`src/rtl/serial_subtractor.sv`:
```
// Bit-serial two's-complement subtractor: computes a - b LSB first through one
// full-subtractor cell, with a start/ready operand handshake and valid/ready result.
module serial_subtractor #(
    parameter int WIDTH = 8
) (
    input  logic             clk,
    input  logic             rst,
    input  logic             start,
    input  logic [WIDTH-1:0] a,
    input  logic [WIDTH-1:0] b,
    output logic             in_ready,
    output logic             busy,
    output logic             out_valid,
    input  logic             out_ready,
    output logic [WIDTH-1:0] diff,
    output logic             bo,
    output logic             ovf
);

    localparam int CW = (WIDTH > 2) ? $clog2(WIDTH) : 1;

    typedef enum logic [1:0] {
        IDLE = 2'd0,
        RUN  = 2'd1,
        DONE = 2'd2
    } state_t;

    state_t           state;
    logic [WIDTH-1:0] sa;
    logic [WIDTH-1:0] sb;
    logic             borrow;
    logic [CW-1:0]    count;
    logic             a_msb;
    logic             b_msb;

    // Full-subtractor cell operating on the current LSBs of the operand shifters.
    logic a0;
    logic b0;
    logic d;
    logic borrow_next;
    logic last_bit;

    always_comb begin
        a0          = sa[0];
        b0          = sb[0];
        d           = a0 ^ b0 ^ borrow;
        borrow_next = (~a0 & b0) | (~(a0 ^ b0) & borrow);
        last_bit    = (count == CW'(WIDTH - 1));
    end

    // NOTE: every register here is a flop written with <=, and the synchronous
    // reset clears all of them, including the result registers.
    always_ff @(posedge clk) begin
        if (rst) begin
            state     <= IDLE;
            in_ready  <= 1'b1;
            busy      <= 1'b0;
            out_valid <= 1'b0;
            diff      <= '0;
            bo        <= 1'b0;
            ovf       <= 1'b0;
            sa        <= '0;
            sb        <= '0;
            borrow    <= 1'b0;
            count     <= '0;
            a_msb     <= 1'b0;
            b_msb     <= 1'b0;
        end else begin
            unique case (state)
                IDLE: begin
                    if (start) begin
                        sa       <= a;
                        sb       <= b;
                        a_msb    <= a[WIDTH-1];
                        b_msb    <= b[WIDTH-1];
                        borrow   <= 1'b0;
                        count    <= '0;
                        state    <= RUN;
                        in_ready <= 1'b0;
                        busy     <= 1'b1;
                    end
                end
                RUN: begin
                    // Difference bits enter at the MSB so bit 0 lands at the LSB after WIDTH shifts.
                    diff   <= {d, diff[WIDTH-1:1]};
                    sa     <= sa >> 1;
                    sb     <= sb >> 1;
                    borrow <= borrow_next;
                    count  <= count + 1'b1;
                    if (last_bit) begin
                        state     <= DONE;
                        busy      <= 1'b0;
                        out_valid <= 1'b1;
                        bo        <= borrow_next;
                        ovf       <= (a_msb ^ b_msb) & (a_msb ^ d);
                    end
                end
                DONE: begin
                    // start is deliberately not looked at here; a new operand waits for IDLE.
                    if (out_ready) begin
                        state     <= IDLE;
                        out_valid <= 1'b0;
                        in_ready  <= 1'b1;
                    end
                end
                default: begin
                    state     <= IDLE;
                    in_ready  <= 1'b1;
                    busy      <= 1'b0;
                    out_valid <= 1'b0;
                end
            endcase
        end
    end

endmodule

```
`config.mk`:
```
export PLATFORM = sky130hd
export DESIGN_NAME = serial_subtractor
export DESIGN_NICKNAME = d
export VERILOG_FILES = /design/src/rtl/serial_subtractor.sv
export SDC_FILE = /design/constraint.sdc
export NUM_CORES = 1
export LEC_CHECK = 0
export CAP_MARGIN = 25
export CELL_PAD_IN_SITES_DETAIL_PLACEMENT = 1
export CELL_PAD_IN_SITES_GLOBAL_PLACEMENT = 2
export CORE_AREA = 2 2 80 82
export DETAILED_ROUTE_END_ITERATION = 6
export DIE_AREA = 0 0 82 84
export GPL_TIMING_DRIVEN = 0
export PLACE_DENSITY_LB_ADDON = 0.1
export SYNTH_ARGS = -nofsm -noshare
export SYNTH_HDL_FRONTEND = slang
export SYNTH_SLANG_ARGS = --single-unit
```
`constraint.sdc`:
```
create_clock -name clk -period 1.3 [get_ports clk]
set_input_delay 0.13 -clock clk [delete_from_list [all_inputs] [get_ports clk]]
set_output_delay 0.13 -clock clk [all_outputs]
set_load 0.005 [all_outputs]
```
Word level (Yosys, flattened, before mapping)
Cells that the tools add are included.

storage, ports and cells
  register bits = 37
  bits in latches = 0
  memory bits (writable) = 0
  memory bits (read-only) = 0
  input port bits = 20
  logic and storage cells = 62
  memories kept = 0

operators by class
  add/sub/neg operators = 1
  multiply operators = 0
  div/mod/pow operators = 0
  order comparisons = 0
  equality and inequality tests = 6
  shift operators = 0
  muxes and demuxes = 20
  bitwise logic cells = 13
  reductions and logical operators = 9

operators by type and width
  cell                                                              count
  8-bit one-hot mux with 2 select lines                             2
  8-bit 2-to-1 mux                                                  2
  3-bit AND reduction                                               4
  1-bit one-hot mux with 3 select lines                             3
  1-bit 2-to-1 mux                                                  6
  2-bit 2-to-1 mux                                                  3
  2-bit != test (second input constant)                             3
  2-bit one-hot mux with 3 select lines                             1
  3-bit one-hot mux with 2 select lines                             1
  2-bit AND reduction                                               3
  1-bit inverter                                                    5
  1-bit XOR                                                         4
  3-bit by 1-bit adder with 3-bit output (second input constant)    1
  1-bit bitwise AND                                                 3
  3-bit == test (second input constant)                             1
  3-bit 2-to-1 mux                                                  1
  2-bit by 1-bit == test with 1-bit output (second input constant)  1
  2-bit == test (second input constant)                             1
  2-bit zero test                                                   1
  1-bit one-hot mux with 2 select lines                             1
  2-bit nonzero test                                                1
  1-bit bitwise OR                                                  1

Longest topological paths before layout
Gate-level depths: netlist of run 1.

  depth after elaboration = 5
  mapped depth = 5
  depth with buffers taken out = 5

Worst setup path before layout of run 1
No wires, ideal clock.

  path kind = register to register
  start point = register sb[0]
  end point = register ovf
  arrival = 1.290 ns
  data required time = 1.209 ns
  slack = -0.081 ns
  stages on the path, launching flop included = 6
  buffers on the path = 0
  cells stage by stage = dfxtp_1 > inv_1 > fa_1 > nor2b_1 > a21oi_1 > a311oi_1

on the way
  longest elaborated chain between the ends = 4

RTL lines
  item                      RTL line  text
  start: declaration        30        logic [WIDTH-1:0] sb;
  start signal: assignment  87        sb <= sb >> 1;
  1-bit XOR (2 in series)   46        d = a0 ^ b0 ^ borrow;
  named net d               39        logic d;
  1-bit XOR                 95        ovf <= (a_msb ^ b_msb) & (a_msb ^ d);
  1-bit bitwise AND         95
  end signal: assignment    95
  end: declaration          17        output logic ovf

The timed path passes the listed nets, and every way through them passes these cells.
A chain may end at the register's enable or synchronous reset.

Worst setup path in the final report of run 1
  start point = register sa[0]
  end point = register ovf

on the way
  longest elaborated chain between the ends = 4

RTL lines
  item                      RTL line  text
  start: declaration        29        logic [WIDTH-1:0] sa;
  start signal: assignment  86        sa <= sa >> 1;
  1-bit XOR (2 in series)   46
  named net d               39
  1-bit XOR                 95
  1-bit bitwise AND         95

The timed path passes the listed nets, and every way through them passes these cells.

==> flow_metrics.env, run 1 <==
export IMPL_violations="setup timing"
export IMPL_wl_um=4059
export IMPL_placed_area_um2=2054
export IMPL_p_leak_nw=0.8684
export IMPL_cp_start_kind="flip-flop"
export IMPL_grt_pass1_vias=1442
export IMPL_maxCapViolations=0
export IMPL_synth_edf_count=0
export IMPL_power_density_nw_per_um2=1112
export IMPL_overflow=0
export IMPL_rsz0062_at_grt="yes"
export IMPL_async_reset_ff_share_pct=0
export IMPL_worstSetupPathType="reg2reg"
export IMPL_wire_per_inst_um=14.44
export IMPL_grt_first_pass_wirelength_um=6775
export IMPL_drt_iter0_markers=36
export IMPL_routed_via_density=4.619
export IMPL_syn_area_um2=1647
export IMPL_tritoncts="built"
export IMPL_fin_worst_skew_ns=0.006462
export IMPL_status="finished with violations"
export IMPL_h_tree_depth=2
export IMPL_layout_commonest_cell="clkdlybuf4s50_1"
export IMPL_syn_to_final_growth_pct=36.32
export IMPL_numCtsBuffers=5
export IMPL_fin_crit_ns=1.476
export IMPL_ys_ff_latch=37
export IMPL_insertedDiodeCount=0
export IMPL_num_rows=29
export IMPL_period_share_pct=113.6
export IMPL_ys_seq_area_share_pct=44.98
export IMPL_path_cells="fa_2 -> nor2b_4 -> a21oi_1 -> a311oi_1"
export IMPL_globalplace_congestion=0.6864
export IMPL_ant_nets=0
export IMPL_cp_arrival_ns=1.68
export IMPL_clock_sinks=37
export IMPL_relSlewSlack_pct=63.57
export IMPL_avgSynthCellArea_um2=10.23
export IMPL_hold_class="in2reg"
export IMPL_crit_required_ns=1.50
export IMPL_crit_fanout=3
export IMPL_core_um2=6096
export IMPL_finalHoldViolations=0
export IMPL_grt_antenna_before_repair=0
export IMPL_drc=0
export IMPL_start_util_pct=27.01
export IMPL_cts_root_buf="clkbuf_8"
export IMPL_clock_latency_ns=0.29
export IMPL_slowest_stage="fa_2"
export IMPL_fin_area_um2=2245
export IMPL_maxSlewViolCount=0
export IMPL_drive_gt1_share_pct=31.37
export IMPL_pin_count=33
export IMPL_synth_cells=161
export IMPL_die_y_um=84
export IMPL_endpoint_kind="flip-flop"
export IMPL_worst_slack_ns=-0.1764
export IMPL_worst_pin_slew_ns=0.5464
export IMPL_final_setup_viol_count=2
export IMPL_grt_max_degree=11
export IMPL_portBuffers=31
export IMPL_final_cell_mix="clkdlybuf4s50_1 (28), dfxtp_1 (22), nor2_1 (19)"
export IMPL_vdd_drop_max_v=0.0004175
export IMPL_cts_clk_slew_worst_paths_ns=0.07
export IMPL_synth_distinct_cells=29
export IMPL_die_area_um2=6888
export IMPL_hpwl_um=2814
export IMPL_finalNetCount=227
export IMPL_clockBufferDepth=2
export IMPL_max_stage_delay_ns=0.61
export IMPL_grt_total_usage_pct=12.96
export IMPL_drtPass1Iterations=4
export IMPL_die_w_um=82
export IMPL_postLayoutCoreUtil_pct=36.82
export IMPL_vias=1298
export IMPL_fmax_ghz=0.6773
export IMPL_synth_fp_nets=184
export IMPL_synth_warnings=0
export IMPL_synthFlopType="dfxtp_1"
[critical path, delay by kind of cell (launching register included)]
kind	cells	cell delay (ns)
fa+ha+maj	1	0.61
simple gates	1	0.14
compound gates	2	0.29
flops	1	0.34
[through the flow]
| step | std cells | TNS [ns] | setup WS [ns] | power, mW | hold WS [ns] |
|---|---|---|---|---|---|
| final | 281 | -0.2567 | -0.1764 | 2.496 | 0.3217 |
| after floorplan | 161 | -0.05504 | -0.05504 | 1.516 | 0.2772 |
| after detailed placement | 269 | -3.579 | -0.2399 | 1.661 | 0.4572 |
| after global routing | 281 | -0.4350 | -0.2642 | 2.635 | 0.3737 |
| after global placement | 269 | -2.837 | -0.1910 | 1.649 | 0.4464 |
| after CTS | 279 | -0.1982 | -0.1972 | 2.504 | 0.3331 |
[flip-flops by register name, indices dropped and copies added (netlist names)]
register and count:
in_ready 1, borrow 1, diff 8, out_valid 1
sb 8, count 3, ovf 1, b_msb 1
a_msb 1, busy 1, bo 1, state 2
sa 8
[synth_stat cells, types with 2 or more instances]
| master | number | area, um^2 |
|---|---|---|
| a311oi_1 | 2 | 17.52 |
| a22oi_1 | 4 | 30.03 |
| ha_1 | 2 | 25.02 |
| a211oi_2 | 14 | 175.2 |
| clkbuf_1 | 3 | 11.26 |
| a21oi_1 | 14 | 70.07 |
| nor2_2 | 6 | 37.54 |
| buf_6 | 3 | 33.78 |
| inv_1 | 2 | 7.510 |
| dfxtp_1 | 37 | 740.7 |
| buf_2 | 2 | 10.01 |
| nand2_1 | 18 | 67.56 |
| mux2i_1 | 17 | 170.2 |
| o21bai_1 | 2 | 15.01 |
| nand2b_1 | 2 | 12.51 |
| nor2b_1 | 2 | 12.51 |
| nor2_1 | 19 | 71.32 |
[path summary, 6_finish.rpt]
| kind | from | end | slack (ns) | cells past startpoint |
|---|---|---|---|---|
| setup reg to reg | sa[0]$_SDFFE_PP0P_ | ovf$_SDFFE_PP0P_ | -0.18 | 4 |
| hold reg to reg | diff[0]$_SDFFE_PP0N_ | diff[0]$_SDFFE_PP0N_ | 0.46 | 2 |
| setup / recovery | sa[0]$_SDFFE_PP0P_ | ovf$_SDFFE_PP0P_ | -0.18 | 4 |
| hold / removal | rst | sb[1]$_SDFFE_PP0P_ | 0.32 | 2 |
[final cells by class]
class,count,area (um^2)
plain buffers,12,111.4
clock buffers,7,86.33
fillers,682,3851
inverters,2,7.507
multi-input cells,110,825.8
flip-flops and latches,37,762.0
well taps,77,96.34
repair buffers,36,355.3
[timing repair]
| action | CTS | global route |
|---|---|---|
| setup endpoints to repair | 20 | 31 |
| setup buffers | 3 | 2 |
| hold endpoints to repair | 0 | 0 |
| hold buffers | 0 | 0 |
| gates cloned | 0 | 0 |
| gates resized for setup | 6 | 22 |
| pin swaps | 3 | 3 |
[power by group]
group	internal [mW]	total, mW	switching (mW)
Clock	0.421	0.816	0.396
Combinational	0.239	0.438	0.199
Sequential	1.20	1.24	0.0432
Total	1.86	2.50	0.638
[logic make-up (layout without fill, tap and decap cells)]
group / after synthesis / in the layout / share of synthesized area, %
AND/OR/NAND/NOR: 49 / 49 / 13.83
adder cells (fa/ha/maj): 3 / 3 / 2.735
buffers and inverters: 14 / 57 / 6.687
multiplexers: 17 / 17 / 10.33
AO/OA/AOI/OAI: 41 / 41 / 21.43
flip-flops: 37 / 37 / 44.98
[layer usage]
| layer | vias up | share of wire (%) | wire length [um] | track usage [%] |
|---|---|---|---|---|
| met3 | 7 | 3.5 | 143 | 2.706 |
| met2 | 21 | 51 | 2066 | 22.47 |
| li1 | 647 | - | - | - |
| met4 | 0 | 2.0 | 82 | 6.364 |
| met5 | - | 0 | 0 | 0 |
| met1 | 623 | 44 | 1767 | 14.63 |
No activity file was read; power rests on OpenSTA's default activity.
==> run 2, diff against run 1 <==
Settings changed: SETUP_SLACK_MARGIN set to 0.05, SLEW_MARGIN set to 10.
==> flow_metrics.env, run 2 (synthesis gave the netlist of run 1 again) <==
export IMPL_overflow=0
export IMPL_rsz0062_at_grt="yes"
export IMPL_pin_count=33
export IMPL_endpoint_kind="flip-flop"
export IMPL_violations="setup timing"
export IMPL_p_leak_nw=0.8856
export IMPL_fmax_ghz=0.6796
export IMPL_final_setup_viol_count=2
export IMPL_hold_class="in2reg"
export IMPL_grt_total_usage_pct=13.08
export IMPL_grt_antenna_before_repair=0
export IMPL_insertedDiodeCount=0
export IMPL_multi_input_area_um2=828.3
export IMPL_crit_fanout=3
export IMPL_max_stage_delay_ns=0.60
export IMPL_wire_per_inst_um=14.48
export IMPL_cp_start_kind="flip-flop"
export IMPL_wl_um=4097
export IMPL_grt_first_pass_wirelength_um=6844
export IMPL_finalHoldViolations=0
export IMPL_die_w_um=82
export IMPL_vias=1299
export IMPL_period_share_pct=113.2
export IMPL_routed_via_density=4.590
export IMPL_drc=0
export IMPL_use_met3_pct=2.706
export IMPL_hpwl_um=2814
export IMPL_cts_hold_buf=0
export IMPL_cts_root_buf="clkbuf_8"
export IMPL_core_um2=6096
export IMPL_tns_ns=-0.2395
export IMPL_busiest_layer="met2"
export IMPL_tritoncts="built"
export IMPL_fin_crit_ns=1.471
export IMPL_power_density_nw_per_um2=1107
export IMPL_final_cell_mix="dfxtp_1 (24), nor2_1 (19), clkdlybuf4s50_1 (19)"
export IMPL_globalplace_congestion=0.6864
export IMPL_slowest_stage="fa_2"
export IMPL_layout_commonest_cell="dfxtp_1"
export IMPL_drt_iter0_markers=46
export IMPL_start_util_pct=27.01
export IMPL_h_tree_depth=2
export IMPL_ant_nets=0
export IMPL_status="finished with violations"
export IMPL_worstSetupPathType="reg2reg"
export IMPL_cts_clk_slew_worst_paths_ns=0.07
export IMPL_fill_cells=689
export IMPL_die_y_um=84
export IMPL_numCtsBuffers=5
export IMPL_cp_arrival_ns=1.67
export IMPL_finalNetCount=229
export IMPL_maxSlewViolCount=0
export IMPL_grt_pass1_vias=1468
export IMPL_drive_gt1_share_pct=31.55
export IMPL_fin_worst_skew_ns=0.006707
export IMPL_num_rows=29
export IMPL_met1_usage_pct=14.82
export IMPL_met2_usage_pct=22.69
export IMPL_worst_slack_ns=-0.1714
export IMPL_vdd_drop_max_v=0.0004138
export IMPL_portBuffers=31
export IMPL_grt_max_degree=11
export IMPL_worst_pin_slew_ns=0.5746
export IMPL_reg_top3="diff (8), sa (8), sb (8)"
export IMPL_maxCapViolations=0
export IMPL_clock_sinks=37
export IMPL_path_cells="fa_2 -> nor2b_4 -> a21oi_1 -> a311oi_1"
export IMPL_dp_worst_setup_slack_ns=-0.2399
export IMPL_die_area_um2=6888
export IMPL_clockBufferDepth=2
export IMPL_relSlewSlack_pct=61.69
export IMPL_clock_latency_ns=0.29
export IMPL_regArea_um2=762.0
export IMPL_syn_to_final_growth_pct=37.69
export IMPL_crit_required_ns=1.50
export IMPL_drtPass1Iterations=3
## run 2: changes by cell type in the layout (fill, tap and decap cells not counted), sizes merged
cell	change
dlygate4sd2	+12
clkdlybuf4s50	-9
dlymetal6s2s	-3
buf	+2
## run 2: area by class of cell
cell class	count	share of cell area (%)
flip-flops and latches	37	33.61
multi-input cells	110	36.53
well taps	77	4.249
inverters	2	0.3311
clock buffers	7	3.808
plain buffers	12	5.188
repair buffers	38	16.28
## run 2: path summary, 6_finish.rpt
path,start,endpoint,slack [ns],cells after the start
max,sa[0]$_SDFFE_PP0P_,ovf$_SDFFE_PP0P_,-0.17,4
min,rst,sb[1]$_SDFFE_PP0P_,0.33,2
max reg2reg,sa[0]$_SDFFE_PP0P_,ovf$_SDFFE_PP0P_,-0.17,4
min reg2reg,diff[0]$_SDFFE_PP0N_,diff[0]$_SDFFE_PP0N_,0.46,2
## run 2: routing by layer
layer  wire length [um]  vias up  share of wire, %
met5                  0        -                 0
met3                130        7               3.2
li1                   -      651                 -
met1               1773      622                43
met2               2110       19                52
met4                 82        0               2.0
## run 2: critical path: cells and delay by family (launching register included)
| family | cells | cell delay (ns) |
|---|---|---|
| compound gates | 2 | 0.29 |
| fa+ha+maj | 1 | 0.60 |
| flops | 1 | 0.34 |
| simple gates | 1 | 0.14 |
## run 2: metrics by stage
step           instance area (um^2)  power (mW)  instances  util (%)  hold slack, ns
2_1_floorplan                  1648       1.516        161         -          0.2772
3_3_place_gp                   2054       1.649        269     33.70          0.4464
3_5_place_dp                   2054       1.661        269     33.70          0.4572
4_1_cts                        2198       2.513        281     36.06          0.3331
5_1_grt                        2267       2.650        283     37.19          0.3741
6_report                       2267       2.509        283     37.19          0.3319
## run 2: repair_timing
item,in CTS,in global routing
gates cloned,0,1
setup buffers,5,1
setup endpoints to repair,40,18
resized for setup,31,11
pin swaps,3,3
## run 2: power breakdown
part | switching (mW) | internal, mW
registers | 0.0423 | 1.20
logic | 0.203 | 0.250
clock network | 0.396 | 0.421
